## src/rtl/mem_port_arbiter_pkg.sv

```systemverilog
// Shared types for the unified memory port arbiter: FSM state encoding and default widths.
package mem_port_arbiter_pkg;

    localparam int ARB_AW = 16;
    localparam int ARB_DW = 16;

    typedef enum logic [1:0] {
        ARB_IDLE = 2'd0,
        ARB_IF   = 2'd1,
        ARB_D    = 2'd2
    } arb_state_e;

endpackage

```

## src/rtl/mem_port_arbiter_arb_pick.sv

```systemverilog
// Combinational grant select: a requester whose ready is high is ineligible, and a tie goes to
// whichever side did not win the previous grant.
module arb_pick (
    input  logic if_req,
    input  logic if_ready,
    input  logic d_req,
    input  logic d_ready,
    input  logic last_d,
    output logic grant_if,
    output logic grant_d
);

    logic if_elig;
    logic d_elig;

    assign if_elig  = if_req & ~if_ready;
    assign d_elig   = d_req & ~d_ready;
    // Data wins ties unless it won last time, so fetch is never starved.
    assign grant_d  = d_elig & (~if_elig | ~last_d);
    assign grant_if = if_elig & ~grant_d;

endmodule

```

## src/rtl/mem_port_arbiter.sv

```systemverilog
// Shares the single-port instruction/data memory between fetch and the mem stage, one
// req/ack transaction at a time, and produces the per-stage stall signals.
module mem_port_arbiter
    import mem_port_arbiter_pkg::*;
#(
    parameter int AW = ARB_AW,
    parameter int DW = ARB_DW
) (
    input  logic          clk,
    input  logic          rst,
    input  logic          if_req,
    input  logic [AW-1:0] if_addr,
    output logic [DW-1:0] if_rdata,
    output logic          if_ready,
    input  logic          d_req,
    input  logic          d_we,
    input  logic [AW-1:0] d_addr,
    input  logic [DW-1:0] d_wdata,
    output logic [DW-1:0] d_rdata,
    output logic          d_ready,
    output logic          mem_req,
    output logic          mem_we,
    output logic [AW-1:0] mem_addr,
    output logic [DW-1:0] mem_wdata,
    input  logic [DW-1:0] mem_rdata,
    input  logic          mem_ack,
    output logic          stall_if,
    output logic          stall_mem,
    output logic          busy
);

    arb_state_e state;
    arb_state_e state_next;
    logic       last_d;
    logic       grant_if;
    logic       grant_d;

    arb_pick u_pick (
        .if_req   (if_req),
        .if_ready (if_ready),
        .d_req    (d_req),
        .d_ready  (d_ready),
        .last_d   (last_d),
        .grant_if (grant_if),
        .grant_d  (grant_d)
    );

    always_ff @(posedge clk or negedge rst) begin
        if (!rst) begin
            state <= ARB_IDLE;
        end else begin
            state <= state_next;
        end
    end

    always_comb begin
        state_next = state;
        case (state)
            ARB_IDLE: begin
                if (grant_d) begin
                    state_next = ARB_D;
                end else if (grant_if) begin
                    state_next = ARB_IF;
                end
            end
            ARB_IF, ARB_D: begin
                if (mem_ack) begin
                    state_next = ARB_IDLE;
                end
            end
            default: state_next = ARB_IDLE;
        endcase
    end

    // Memory-side signals stay frozen while a transaction is in flight; ready pulses one cycle.
    always_ff @(posedge clk or negedge rst) begin
        if (!rst) begin
            mem_req   <= 1'b0;
            mem_we    <= 1'b0;
            mem_addr  <= '0;
            mem_wdata <= '0;
            if_rdata  <= '0;
            d_rdata   <= '0;
            if_ready  <= 1'b0;
            d_ready   <= 1'b0;
            last_d    <= 1'b0;
        end else begin
            if_ready <= 1'b0;
            d_ready  <= 1'b0;
            case (state)
                ARB_IDLE: begin
                    if (grant_d) begin
                        mem_req   <= 1'b1;
                        mem_we    <= d_we;
                        mem_addr  <= d_addr;
                        mem_wdata <= d_wdata;
                        last_d    <= 1'b1;
                    end else if (grant_if) begin
                        mem_req  <= 1'b1;
                        mem_we   <= 1'b0;
                        mem_addr <= if_addr;
                        last_d   <= 1'b0;
                    end
                end
                ARB_IF: begin
                    if (mem_ack) begin
                        mem_req  <= 1'b0;
                        mem_we   <= 1'b0;
                        if_ready <= 1'b1;
                        if_rdata <= mem_rdata;
                    end
                end
                ARB_D: begin
                    if (mem_ack) begin
                        mem_req <= 1'b0;
                        mem_we  <= 1'b0;
                        d_ready <= 1'b1;
                        if (!mem_we) begin
                            d_rdata <= mem_rdata;
                        end
                    end
                end
                default: begin
                end
            endcase
        end
    end

    assign stall_if  = if_req & ~if_ready;
    assign stall_mem = d_req & ~d_ready;
    assign busy      = (state != ARB_IDLE);

endmodule
```

## config.mk

```make
export PLATFORM = sky130hd
export DESIGN_NAME = mem_port_arbiter
export DESIGN_NICKNAME = d
export VERILOG_FILES = /design/src/rtl/mem_port_arbiter_pkg.sv /design/src/rtl/mem_port_arbiter_arb_pick.sv /design/src/rtl/mem_port_arbiter.sv
export SDC_FILE = /design/constraint.sdc
export NUM_CORES = 1
export LEC_CHECK = 0
export CELL_PAD_IN_SITES_DETAIL_PLACEMENT = 0
export CELL_PAD_IN_SITES_GLOBAL_PLACEMENT = 1
export CORE_UTILIZATION = 34
export DETAILED_ROUTE_END_ITERATION = 12
export HOLD_SLACK_MARGIN = 0.03
export PLACE_DENSITY = 0.84
export SYNTH_ARGS = -nofsm -noshare
export SYNTH_HDL_FRONTEND = slang
export SYNTH_HIERARCHICAL = 1
export SYNTH_SLANG_ARGS = --single-unit
```

## constraint.sdc

```tcl
create_clock -name clk -period 2.6 [get_ports clk]
set_input_delay 0.26 -clock clk [delete_from_list [all_inputs] [get_ports clk]]
set_output_delay 0.26 -clock clk [all_outputs]
set_load 0.005 [all_outputs]
```

# [After elaboration in Yosys (flattened, before gate mapping)]
# Cells that the tools add are included.
[word_totals] reg_bits=71 ram_bits=0 input_bits=70 n_memories=0 latch_bits=0 romBits=0 elab_cells=53
[op_classes] mul=0 eq_ne=4 addsub=0 shift=0 div=0 n_mux=17 bitwise=11 magnitude_cmp=0 reduce_logical=11
[ops] cell="$mux W16" count=2
[ops] cell="$mux W1" count=9
[ops] cell="$reduce_and A2 Y1" count=4
[ops] cell="$mux W2" count=3
[ops] cell="$not A1 Y1" count=6
[ops] cell="$reduce_and A3 Y1" count=2
[ops] cell="$reduce_bool A2 Y1" count=3
[ops] cell="$and A1 B1 Y1" count=4
[ops] cell="$pmux W1 S2" count=2
[ops] cell="$pmux W2 S2" count=1
[ops] cell="$ne A3 B2 Y1 const B" count=1
[ops] cell="$eq A2 B1 Y1 const B" count=1
[ops] cell="$eq A2 B2 Y1 const B" count=1
[ops] cell="$logic_not A2 Y1" count=1
[ops] cell="$ne A2 B1 Y1 const B" count=1
[ops] cell="$reduce_or A2 Y1" count=1
[ops] cell="$or A1 B1 Y1" count=1

# [Logic depth before layout (Yosys ltp)]
[logic_depth] depth_word=10 ltp_mapped=7 depth_no_buf=5

# [Cells and area by module]
# Netlist, hierarchy kept.
[modules_own_cells] mod="mem_port_arbiter" seq_area_each_um2=1776.7 cells_each=213 area_per_inst_um2=2945.3 n_inst=1
[modules_own_cells] mod="arb_pick" seq_area_each_um2=0.0 cells_each=4 area_per_inst_um2=32.5 n_inst=1

# [Least setup slack after synthesis]
# OpenSTA, ideal clock, no wires.
[synth_path] path_kind="register to register" startpoint="register state[0]" endpoint="register mem_wdata[10]" t_arrival_ns=1.453 synth_period_minus_slack_ns=1.577 slack_ns=1.023 path_stages_with_launch=7 n_path_buf=2 required_ns=2.475 path_cell_list="dfrtp_1 -> inv_1 -> ha_1 -> clkbuf_2 -> nand2_2 -> buf_2 -> mux2_2"
[synth_between] elab_chain_len=2
[synth_rtl] element="from (decl)" line_no="mem_port_arbiter.sv:32" text="arb_state_e state;"
[synth_rtl] element="from (signal assigned)" line_no="mem_port_arbiter.sv:52" text="state <= state_next;"
[synth_rtl] element="$logic_not A2 Y1" line_no="mem_port_arbiter.sv:90" text="case (state)"
[synth_rtl] element="$reduce_and A2 Y1 (no line)"
[synth_rtl] element="to (signal assigned)" line_no="mem_port_arbiter.sv:96" text="mem_wdata <= d_wdata;"
[synth_rtl] element="to (decl)" line_no="mem_port_arbiter.sv:24" text="output logic [DW-1:0] mem_wdata,"
# Every way passes these cells.
# A chain may end at the register's enable or synchronous reset.

# [Worst setup path after layout]
[layout_path] startpoint="register state[0]" endpoint="output port busy"
[layout_between] elab_chain_len=1
[layout_rtl] element="$reduce_bool A2 Y1" line_no="mem_port_arbiter.sv:131" text="assign busy = (state != ARB_IDLE);"
[layout_rtl] element="to (decl)" line_no="mem_port_arbiter.sv:29" text="output logic busy"
# Every way passes these cells.

==> impl_metrics.py <==
metrics = {
    "outcome": {
        "status": "complete, no violations",
    },
    "detailed_routing": {
        "drc": 0,
        "viasPerCell": 4.658,
        "finalWirelength_microns": 7072,
        "drt_pass1_iterations": 4,
        "vias": 2208,
        "post_drt_wl_per_cell_microns": 14.92,
        "drtIter0Drc": 45,
        "postRouteAntennaNets": 0,
    },
    "worst_setup_path": {
        "path_cells": "inv_1 > ha_1 > inv_1 > clkdlybuf4s50_1",
        "startpoint_type": "register",
        "slowest_stage": "clkdlybuf4s50_1",
        "crit_type": "register to output pin",
        "r2r_slack_ns": 0.85,
        "reg2reg_depth": 4,
        "cp.arrival_ns": 1.75,
        "crit_fanout": 7,
        "worst_path_most_repeated_cell": "inv_1",
        "endpoint_kind": "output pin",
        "crit-reg2reg-launch": "d_ready$_DFF_PN0_",
        "cpPeakStageDelay_ns": 0.52,
        "critical_path_required_ns": 2.34,
        "timing.rr.end": "mem_wdata[15]$_DFFE_PN0P_",
    },
    "synth": {
        "synth_top_area_share_pct": 59.66,
        "yosysMostFrequentCell": "dfrtp_1",
        "synth_warnings": 6,
        "yosys_register_bits": 71,
        "syn_area_sq_um": 2978,
        "synth.area.top_cells": "dfrtp_1, mux2_2, mux2i_1, mux2_4, o21ai_0",
        "syn_area_per_cell_sq_um": 13.72,
        "synth_cell_types": 28,
        "synthFlopType": "dfrtp_1",
        "synth_top_area_cell": "dfrtp_1",
        "syn-num-nets": 291,
        "synth_common_cells": "dfrtp_1, mux2_2, nand2_1, o21ai_0, mux2i_1",
        "yosysSeqAreaShare_pct": 59.66,
        "syn_inst": 217,
        "async_reset_ff_share_pct": 100.0,
        "synth_edf_count": 0,
    },
    "global_route": {
        "grt_start_max_net_pins": 43,
        "grt_usage_pct": 15.75,
        "grt_pass1_vias": 2283,
        "gr-total-overflow": 0,
        "grt_pass1_wl_microns": 10860,
        "antenna_found_initial": 0,
    },
    "sta": {
        "tightest_slew_ns": 0.7001,
        "timing.final.crit_share_pct": 77.31,
        "setup_tns_ns": 0,
        "max_freq_mhz": 497.5,
        "relSlewSlack_pct": 53.33,
        "slew_violations": 0,
        "hold_violations": 0,
        "clock_skew_ns": 0.01166,
        "final.min_clock_period_ns": 2.010,
        "setup_violations": 0,
        "rsz0062_at_grt": "false",
    },
    "final_layout": {
        "instances_no_fill": 474,
        "diodes": 0,
        "drive_above_1_share_pct": 20.33,
        "nNetsFinal": 438,
        "area_growth_pct": 58.15,
        "fin_util_pct": 56.47,
    },
    "clock_network": {
        "path_clk_slew_ns": 0.07,
        "root_buffer": "clkbuf_8",
        "clock-sinks": 71,
        "cts_tree": "done",
        "insertion_delay_ns": 0.34,
        "htree_levels": 3,
        "numCtsBuffers": 9,
        "cts_buffer_depth": 2,
    },
    "die": {
        "core_sq_um": 8341,
        "ioPinCount": 141,
        "dieArea_sq_um": 9136,
        "rows": 33,
        "die_x_microns": 95.59,
        "die_h_microns": 95.59,
        "start_util_pct": 35.70,
    },
    "pwr": {
        "power_mw": 5.239,
        "peakVddDrop_mv": 0.4863,
        "p_leak_nw": 2.038,
        "power_density_nw_per_um2": 1113,
    },
    "placement": {
        "numPortBuffers": 140,
        "place_inst": 457,
        "routabilityCongestion": 0.8196,
        "hpwlAfterDp_microns": 5180,
    },
    "flow_run": {
        "drv_cap": 0,
    },
    "hold_path": {
        "worstHoldEndpoint": "mem_addr[2]$_DFFE_PN0P_",
        "worstHoldPathType": "register to register",
        "hp-start": "mem_addr[2]$_DFFE_PN0P_",
        "worstHoldPathCells": 2,
    },
}
-- worst max-delay path by stage --
stage | cells after the start | startpoint | to
finish | 4 | state[0]$_DFFE_PN0P_ | busy
global route | 4 | state[0]$_DFFE_PN0P_ | busy
CTS | 4 | state[0]$_DFFE_PN0P_ | busy
detailed placement | 6 | if_req | mem_addr[13]$_DFFE_PN0P_
global placement | 5 | if_req | mem_wdata[3]$_DFFE_PN0P_
floorplan | 6 | state[0]$_DFFE_PN0P_ | mem_wdata[10]$_DFFE_PN0P_
-- worst max-delay path: cells and delay by family, from the launching register on --
family | cells | cell delay (ns)
flops | 1 | 0.40
fa+ha+maj | 1 | 0.30
buf+inv | 3 | 0.72
-- cell families (layout without fill, tap and decap cells) --
family | after synthesis | after routing | share of synthesized area, %
flops | 71 | 71 | 59.66
mux | 64 | 64 | 24.79
compound gates | 26 | 26 | 4.916
buf+inv | 16 | 168 | 2.941
simple gates | 36 | 36 | 6.008
fa+ha+maj | 4 | 4 | 1.681
-- cell usage in the layout, fill, tap and decap left out, types with 2 or more instances in the layout --
| master | Yosys | routed |
|---|---|---|
| nand3_1 | 3 | 3 |
| mux2_4 | 10 | 10 |
| o21ai_1 | 3 | 2 |
| clkinvlp_4 | 0 | 3 |
| inv_1 | 5 | 5 |
| nor2b_1 | 5 | 5 |
| mux2_2 | 38 | 38 |
| clkdlybuf4s50_1 | 0 | 139 |
| dfrtp_1 | 71 | 71 |
| clkbuf_8 | 0 | 9 |
| nand2b_1 | 2 | 2 |
| nor2_1 | 2 | 2 |
| mux2i_1 | 16 | 16 |
| buf_4 | 1 | 5 |
| o21ai_0 | 17 | 17 |
| nand2_1 | 20 | 20 |
| ha_1 | 4 | 4 |
-- per-layer routing --
layer | GRT usage, % | routed length (microns) | up-vias
met5 | 0 | 0 | -
met4 | 6.343 | 91 | 0
met3 | 4.226 | 505 | 8
met2 | 26.49 | 3593 | 73
met1 | 19.12 | 2881 | 1082
li1 | - | - | 1045
-- cell type report --
cell class                      instances  area, sq um
Inverter                                5        18.77
Clock buffer                           10        127.6
Tap cell                              105        131.4
Clock inverter                          6        70.07
Multi-Input combinational cell        130         1121
Timing Repair Buffer                  147         1464
Fill cell                             724         3631
Sequential cell                        71         1777
-- flip-flops by register name, indices dropped and copies added (netlist names) --
signal and cells:
mem_we 1, mem_addr 16, d_rdata 16, d_ready 1, mem_wdata 16, mem_req 1, last_d 1, if_ready 1
if_rdata 16, state 2
-- where the power goes --
| part | switching [mW] | internal [mW] | total [mW] |
|---|---|---|---|
| combinational | 0.823 | 1.60 | 2.42 |
| clock | 0.423 | 0.448 | 0.871 |
| sequential | 0.289 | 1.66 | 1.94 |
| total | 1.54 | 3.70 | 5.24 |
-- stage by stage --
stage	setup WS, ns	hold WS, ns	cell area, sq um
after floorplan	1.023	-0.03559	2978
after global placement	0.5925	0.3339	4502
after detailed placement	0.4998	0.3450	4502
after CTS	0.5789	0.4894	4710
after global routing	0.4687	0.5133	4710
final	0.5899	0.4814	4710
-- timing repair --
action,CTS,global route
hold endpoints to repair,29,0
resized for setup,0,0
setup buffers,0,0
setup endpoints to repair,0,0
hold buffers,1,0
(Power assumes the default switching activity.)
